`config.mk`:
```
export PLATFORM = sky130hd
export DESIGN_NAME = router_fsm_param
export DESIGN_NICKNAME = d
export VERILOG_FILES = /design/src/rtl/router_fsm_param.sv
export SDC_FILE = /design/constraint.sdc
export NUM_CORES = 1
export LEC_CHECK = 0
export BUFFER_PORTS_ARGS = -buffer_cell sky130_fd_sc_hd__buf_4
export CAP_MARGIN = 10
export CORE_UTILIZATION = 45
export DETAILED_ROUTE_END_ITERATION = 10
export GPL_ROUTABILITY_DRIVEN = 0
export HOLD_SLACK_MARGIN = 0.05
export PLACE_DENSITY = 0.74
export RECOVER_POWER = 25
export SLEW_MARGIN = 40
export SYNTH_ARGS = -nofsm -noshare
export SYNTH_HDL_FRONTEND = slang
export SYNTH_SLANG_ARGS = --single-unit
```
`constraint.sdc`:
```
create_clock -name clock -period 1.7 [get_ports clock]
set_clock_uncertainty 0.1 [all_clocks]
set_input_delay 0.34 -clock clock [delete_from_list [all_inputs] [get_ports clock]]
set_output_delay 0.34 -clock clock [all_outputs]
set_load 0.02 [all_outputs]
```
`src/rtl/router_fsm_param.sv`:
```
// Packet-sequencing FSM for a 1xNUM_CH router: decodes the header address, steers the
// packet into one latched output FIFO, and drops packets that are unroutable or blocked too long.
module router_fsm_param #(
    parameter int NUM_CH       = 3,
    parameter int ADDR_W       = (NUM_CH > 2) ? $clog2(NUM_CH) : 1,
    parameter int WAIT_TIMEOUT = 64
) (
    input  logic              clock,
    input  logic              resetn,
    input  logic              pkt_valid,
    input  logic [ADDR_W-1:0] data_in,
    input  logic              parity_done,
    input  logic              low_pkt_valid,
    input  logic              fifo_full,
    input  logic [NUM_CH-1:0] fifo_empty,
    input  logic [NUM_CH-1:0] soft_reset,
    output logic              detect_add,
    output logic              lfd_state,
    output logic              ld_state,
    output logic              full_state,
    output logic              laf_state,
    output logic              rst_int_reg,
    output logic              drop_state,
    output logic              write_enb_reg,
    output logic              busy,
    output logic [NUM_CH-1:0] sel_ch,
    output logic              timeout_err
);
    localparam int CNT_W = (WAIT_TIMEOUT > 2) ? $clog2(WAIT_TIMEOUT) : 1;

    typedef enum logic [3:0] {
        S_DECODE, S_LFD, S_LD, S_FULL, S_LAF, S_LP, S_CPE, S_WTE, S_DROP
    } state_t;

    state_t            r_state, w_nxt;
    logic [NUM_CH-1:0] r_sel, w_sel_nxt;
    logic [CNT_W-1:0]  r_cnt, w_cnt_nxt;
    logic              r_terr, w_terr_nxt;

    logic [NUM_CH-1:0] w_onehot;
    logic              w_addr_ok, w_soft, w_sel_empty, w_cnt_term;

    assign w_addr_ok   = 32'(data_in) < NUM_CH;
    assign w_onehot    = NUM_CH'(1) << data_in;
    assign w_sel_empty = |(fifo_empty & r_sel);
    assign w_cnt_term  = (WAIT_TIMEOUT > 0) && (r_cnt == CNT_W'(WAIT_TIMEOUT - 1));
    // A read-side soft reset on the active channel aborts the packet, except where nothing is being written.
    assign w_soft      = (|(soft_reset & r_sel)) && (r_state != S_DECODE) && (r_state != S_DROP);

    always_ff @(posedge clock or negedge resetn) begin
        if (!resetn) begin
            r_state <= S_DECODE;
            r_sel   <= '0;
            r_cnt   <= '0;
            r_terr  <= 1'b0;
        end else begin
            r_state <= w_nxt;
            r_sel   <= w_sel_nxt;
            r_cnt   <= w_cnt_nxt;
            r_terr  <= w_terr_nxt;
        end
    end

    always_comb begin
        w_nxt      = r_state;
        w_sel_nxt  = r_sel;
        w_terr_nxt = 1'b0;
        if (w_soft) begin
            w_nxt     = S_DECODE;
            w_sel_nxt = '0;
        end else begin
            case (r_state)
                S_DECODE: if (pkt_valid) begin
                    if (w_addr_ok) begin
                        w_sel_nxt = w_onehot;
                        w_nxt     = (|(fifo_empty & w_onehot)) ? S_LFD : S_WTE;
                    end else begin
                        w_sel_nxt = '0;
                        w_nxt     = S_DROP;
                    end
                end
                S_LFD:  w_nxt = S_LD;
                S_LD: begin
                    if (fifo_full)       w_nxt = S_FULL;
                    else if (!pkt_valid) w_nxt = S_LP;
                end
                S_FULL: if (!fifo_full) w_nxt = S_LAF;
                S_LAF: begin
                    if (parity_done)        w_nxt = S_DECODE;
                    else if (low_pkt_valid) w_nxt = S_LP;
                    else                    w_nxt = S_LD;
                end
                S_LP:   w_nxt = S_CPE;
                S_CPE: begin
                    if (fifo_full) w_nxt = S_FULL;
                    else begin
                        w_nxt     = S_DECODE;
                        w_sel_nxt = '0;
                    end
                end
                // Draining wins over the timeout when both land on the same cycle.
                S_WTE: begin
                    if (w_sel_empty) w_nxt = S_LFD;
                    else if (w_cnt_term) begin
                        w_nxt      = S_DROP;
                        w_terr_nxt = 1'b1;
                    end
                end
                S_DROP: if (!pkt_valid) begin
                    w_nxt     = S_DECODE;
                    w_sel_nxt = '0;
                end
                default: begin
                    w_nxt     = S_DECODE;
                    w_sel_nxt = '0;
                end
            endcase
        end
        w_cnt_nxt = (r_state == S_WTE && w_nxt == S_WTE) ? r_cnt + CNT_W'(1) : '0;
    end

    always_comb begin
        detect_add    = (r_state == S_DECODE);
        lfd_state     = (r_state == S_LFD);
        ld_state      = (r_state == S_LD);
        full_state    = (r_state == S_FULL);
        laf_state     = (r_state == S_LAF);
        rst_int_reg   = (r_state == S_CPE);
        drop_state    = (r_state == S_DROP);
        write_enb_reg = (r_state == S_LD) || (r_state == S_LAF) || (r_state == S_LP);
        busy          = (r_state == S_LFD) || (r_state == S_FULL) || (r_state == S_LAF) ||
                        (r_state == S_LP)  || (r_state == S_CPE)  || (r_state == S_WTE);
        sel_ch        = r_sel;
        timeout_err   = r_terr;
    end
endmodule

```
## After elaboration in Yosys (flattened, before gate mapping)

Index checks and enable logic that the tools add are counted.

| storage, ports and cells | value |
|---|---|
| output and inout bits | 13 |
| bits of input ports | 14 |
| register bits after elaboration | 14 |
| logic and storage cells | 67 |

| operators by class | value |
|---|---|
| bitwise operators | 3 |
| eq/ne operators | 15 |
| shift-type cells | 1 |
| add/subtract/negate cells | 1 |
| $lt $le $gt $ge | 1 |
| reduce and logical (&&, ||, !) cells | 17 |
| multiplexer cells | 25 |

Operators with widths:

| kind | count |
|---|---|
| 4-bit 2-to-1 mux | 9 |
| 4-bit case mux with 9 select lines | 1 |
| 3-bit 2-to-1 mux | 8 |
| 4-bit by 3-bit == test with 1-bit output (second input constant) | 5 |
| 3-bit case mux with 4 select lines | 1 |
| 3-bit AND | 3 |
| 3-bit by 2-bit inequality test with 1-bit output (second input constant) | 3 |
| 3-bit OR reduction | 3 |
| 4-bit by 2-bit == test with 1-bit output (second input constant) | 2 |
| 1-bit logical OR | 7 |
| 6-bit by 1-bit adder with 6-bit output (second input constant) | 1 |
| 6-bit == test (second input constant) | 1 |
| 6-bit 2-to-1 mux | 1 |
| 6-bit OR reduction | 1 |
| 4-bit by 1-bit == test with 1-bit output (second input constant) | 1 |
| 4-bit == test (second input constant) | 1 |
| 4-bit zero test | 1 |
| 1-bit 2-to-1 mux | 4 |
| 4-bit inequality test (second input constant) | 1 |
| 4-bit AND reduction | 1 |
| 4-bit nonzero test | 1 |
| 1-bit logical AND | 3 |
| 1-bit by 2-bit << shifter with 3-bit output (first input constant) | 1 |
| 2-bit less-than comparator (second input constant) | 1 |
| 2 further kinds | 2 |

## Longest topological paths before layout

| logic depth | value |
|---|---|
| depth in word-level cells | 11 |
| depth in mapped cells | 6 |
| mapped depth without buffers | 5 |

## Worst setup path after synthesis

No wires, ideal clock.

| timing path | value |
|---|---|
| path kind | reg2reg |
| from | register r_state[0] |
| to | register r_sel[1], in the netlist sel_ch[1] |
| library setup time | 0.066 ns |
| clock period less this slack | 2.166 ns |
| buffers on the path | 1 |
| cell stages (with the launch flop) | 6 |
| arrival time | 2.000 ns |
| required time | 1.534 ns |
| setup slack | -0.466 ns |
| path through | dfrtp_1 -> buf_2 -> nor4b_1 -> a21oi_1 -> a211oi_1 -> a22o_1 |

| on the way | value |
|---|---|
| elaborated cells between the ends (all ways) | 21 |
| classes of those cells | 13 x eq/ne; 2 x mux; 6 x reduce/logical |

RTL lines:

| what | line | text |
|---|---|---|
| start: declaration | 35 | `state_t r_state, w_nxt;` |
| start signal: assignment | 57 | `r_state <= w_nxt;` |
| 4-bit == test * | - |  |
| net drop_state | 23 | `output logic drop_state,` |
| 3-bit by 2-bit inequality test with 1-bit output (no line) / 3-bit case mux with 4 select lines (equally long branches) | - |  |
| 4-bit AND reduction (no line) / 3-bit 2-to-1 mux (equally long branches) | - |  |
| end signal: assignment | 58 | `r_sel <= w_sel_nxt;` |
| end: declaration | 36 | `logic [NUM_CH-1:0] r_sel, w_sel_nxt;` |

Mark *: on every way through the listed nets, which the timed path passes. The rest lies on a longest branch.
A chain may end at the register's enable or synchronous reset.

## Final worst setup path

| timing path | value |
|---|---|
| from | register r_state[2] |
| to | output write_enb_reg |

| on the way | value |
|---|---|
| longest elaborated chain between the ends | 3 |
| elaborated cells between the ends (all ways) | 5 |
| classes of those cells | 3 x eq/ne; 2 x reduce/logical |

Ends and longest elaborated chain:

| what | line | text |
|---|---|---|
| 4-bit by 2-bit == test with 1-bit output / 4-bit by 3-bit == test with 1-bit output (equally long branches) | 130 | `write_enb_reg = (r_state == S_LD) \|\| (r_state == S_LAF) \|\| (r_state == S_LP);` |
| 1-bit logical OR | 130 |  |
| 1-bit logical OR * | 130 |  |
| end: declaration | 24 | `output logic write_enb_reg,` |

Mark *: on every way between the ends. The rest lies on a longest branch, timed or not.

==> metrics.txt <==
pre-CTS setup slack=-107 ps; CTS Buffer Depth=2; final setup margin=-149 ps; first-pass GRT wire length=around 4400 µm; total power draw=2.67 mW; Final ANT Viol Nets=0; Req. time, crit path=1260 ps; # rows=16; yosys warns=0; Max-Cap Viols=0; Post-DP Area=roughly 1400 µm²; Worst Hold Class=input pin to register; port bufs=26; min cycle time layout=1850 ps; vias per cell=slightly below 6; Residual DRC=0; wl on met1=1420 µm; CP max FO=4; failing checks=setup timing; Netlist Area Pre-Place=941 µm²; fraction of layout instances using a drive strength above 1=61.6%; latest clock arrival within the worst-skew pair=280 ps; final hold vios=0; Post-Route WL=3640 µm; leading area contributor after synthesis=dfrtp_1; unrepaired setup endpoints after global routing=true; Slew @ Worst Pin=~740 ps; fin crit share=109%; static leakage=around 0.8 nW; leading cell type in the layout, fill and taps excluded=buf_4; Max Used Layer=met4; die footprint=2280 µm²; number of nets in the layout=approximately 190; Unique masters post-synth=42; Crit Path Class=register to output pin; # diodes=0; kind of start point of the critical path=register; dpl hpwl=1970 µm; # placed instances=183; Max VDD drop=1340 µV; CTS sink cnt=14; Post-Layout Cell Count=204; #FFs+latches synth=14; Synthesized Nets=126; status=complete, but fails checks; Critical Path End Type=output pin; Async SR Flop Fraction=100%; H-tree Lvls=1; Cell Pwr Density=1560 nW/µm²; number of antenna violations at the first check in global routing=0; Max transition margin=50.4%; I/O pin count=27; number of cells produced by synthesis=111; EDFF count, synth=0; Root Driver=clkbuf_4; GRT Total Usage=between 20 and 30%; drt pass-1 iters=4; most frequent cells in the layout=58 x buf_4, 10 x dfrtp_1, 9 x buf_6; vias in the first global route=1086; Most used DFF post-synth=dfrtp_1; wire per inst=between 15 and 20 µm; Arrival @ worst endpoint=1410 ps; Synth top area share=between 30% and 40%; Worst-path clk slew=90 ps; met2 routed wirelength=1880 µm; via count=1199; worst r2r src=sel_ch[0]; dominant cells by area after synthesis=dfrtp_1 37%, nor2_1 6.0%, nand2b_1 3.3%; die width=47.7 µm; Seq/Total Area, Yosys=a little under two fifths; area grow syn2layout=81.8%; Die Ht=47.7 µm; utilization after layout=between 80 and 90%; core area=around 2000 µm²; post-route cell area=1710 µm²; HP Start=data_in[0]; iteration-0 DRC count of the detailed router=47; largest net degree at the start of global routing=15; GRT overflow=0; Crit. Startpoint=r_state[2]; TritonCTS clock tree=yes; Peak Freq=541 MHz; syn avg cell area=8.48 µm²; # setup viols final=20; routed wl met3=between 150 and 200 µm; Slew Limit Fails=0; total CTS buffers=3; initial core utilization=48.0%
==> critical path, cell delays in order, from the launching register on <==
cell	delay [ps]
dfrtp_1	450
buf_6	160
nand2b_4	130
o21a_1	160
nor2_1	80
buf_4	140
==> power breakdown <==
part | internal, mW | switching, mW
Combinational | 1.00 | 0.918
Clock | 0.130 | 0.113
Sequential | 0.410 | 0.0961
==> per-layer routing <==
metal | vias to the layer above | global-route usage [%]
li1 | 540 | -
met1 | 574 | 28.5
met2 | 66 | 50.3
met3 | 19 | 6.42
met4 | 0 | 19.4
met5 | - | 0
==> worst paths after layout <==
| kind | slack, ps | depth (start not counted) | end |
|---|---|---|---|
| worst max-delay path | -150 | 5 | write_enb_reg |
| worst min-delay path | 220 | 2 | sel_ch[1] |
| worst max register to register | -100 | 4 | r_cnt[1] |
| worst min register to register | 470 | 2 | r_cnt[0] |
| max in group asynchronous | 450 | 2 | r_state[1] |
| min in group asynchronous | 540 | 2 | r_cnt[3] |
==> metrics by stage <==
step,setup TNS (ps),hold slack (ps)
after detailed placement,-627,97.0
after global routing,-2620,231
after CTS,-749,223
after floorplan,-569,-55.6
after global placement,-289,92.9
final,-1430,221
==> sequential cells by signal (all words and copies together) (netlist names) <==
name         flops
r_state          4
r_cnt            6
timeout_err      1
sel_ch           3
==> synthesized netlist by cell type, drive strengths merged, types with 3 or more instances <==
master,n
nor2,15
dfrtp,14
nand2,7
inv,6
nor3,6
nand2b,5
a21oi,4
clkbuf,4
a21o,3
buf,3
nor2b,3
xnor2,3
==> logic make-up after synthesis <==
group | synth area share, %
DFF | 37.2
and+or+nand+nor | 27.7
adders and majority gates | 1.33
muxes | 2.13
xor gates and xnor gates | 4.66
buffers and inverters | 5.58
AOI/OAI and AO/OA | 21.4
==> layout make-up <==
| cell class | count | area, µm² |
|---|---|---|
| Clock buffer | 4 | 36.3 |
| Inverter | 6 | 22.5 |
| Timing Repair Buffer | 69 | 551 |
| Sequential cell | 14 | 355 |
| Fill cell | 106 | 251 |
| Tap cell | 27 | 33.8 |
| Multi-Input combinational cell | 84 | 712 |
==> repair_timing <==
item / CTS / global route
gates resized for setup: 16 / 24
setup buffers: 11 / 6
setup endpoints to repair: 19 / 22
hold endpoints to repair: 14 / 0
pin swaps: 2 / 6
hold buffers: 1 / 0
Note: power is estimated with default switching activity, not from simulation.
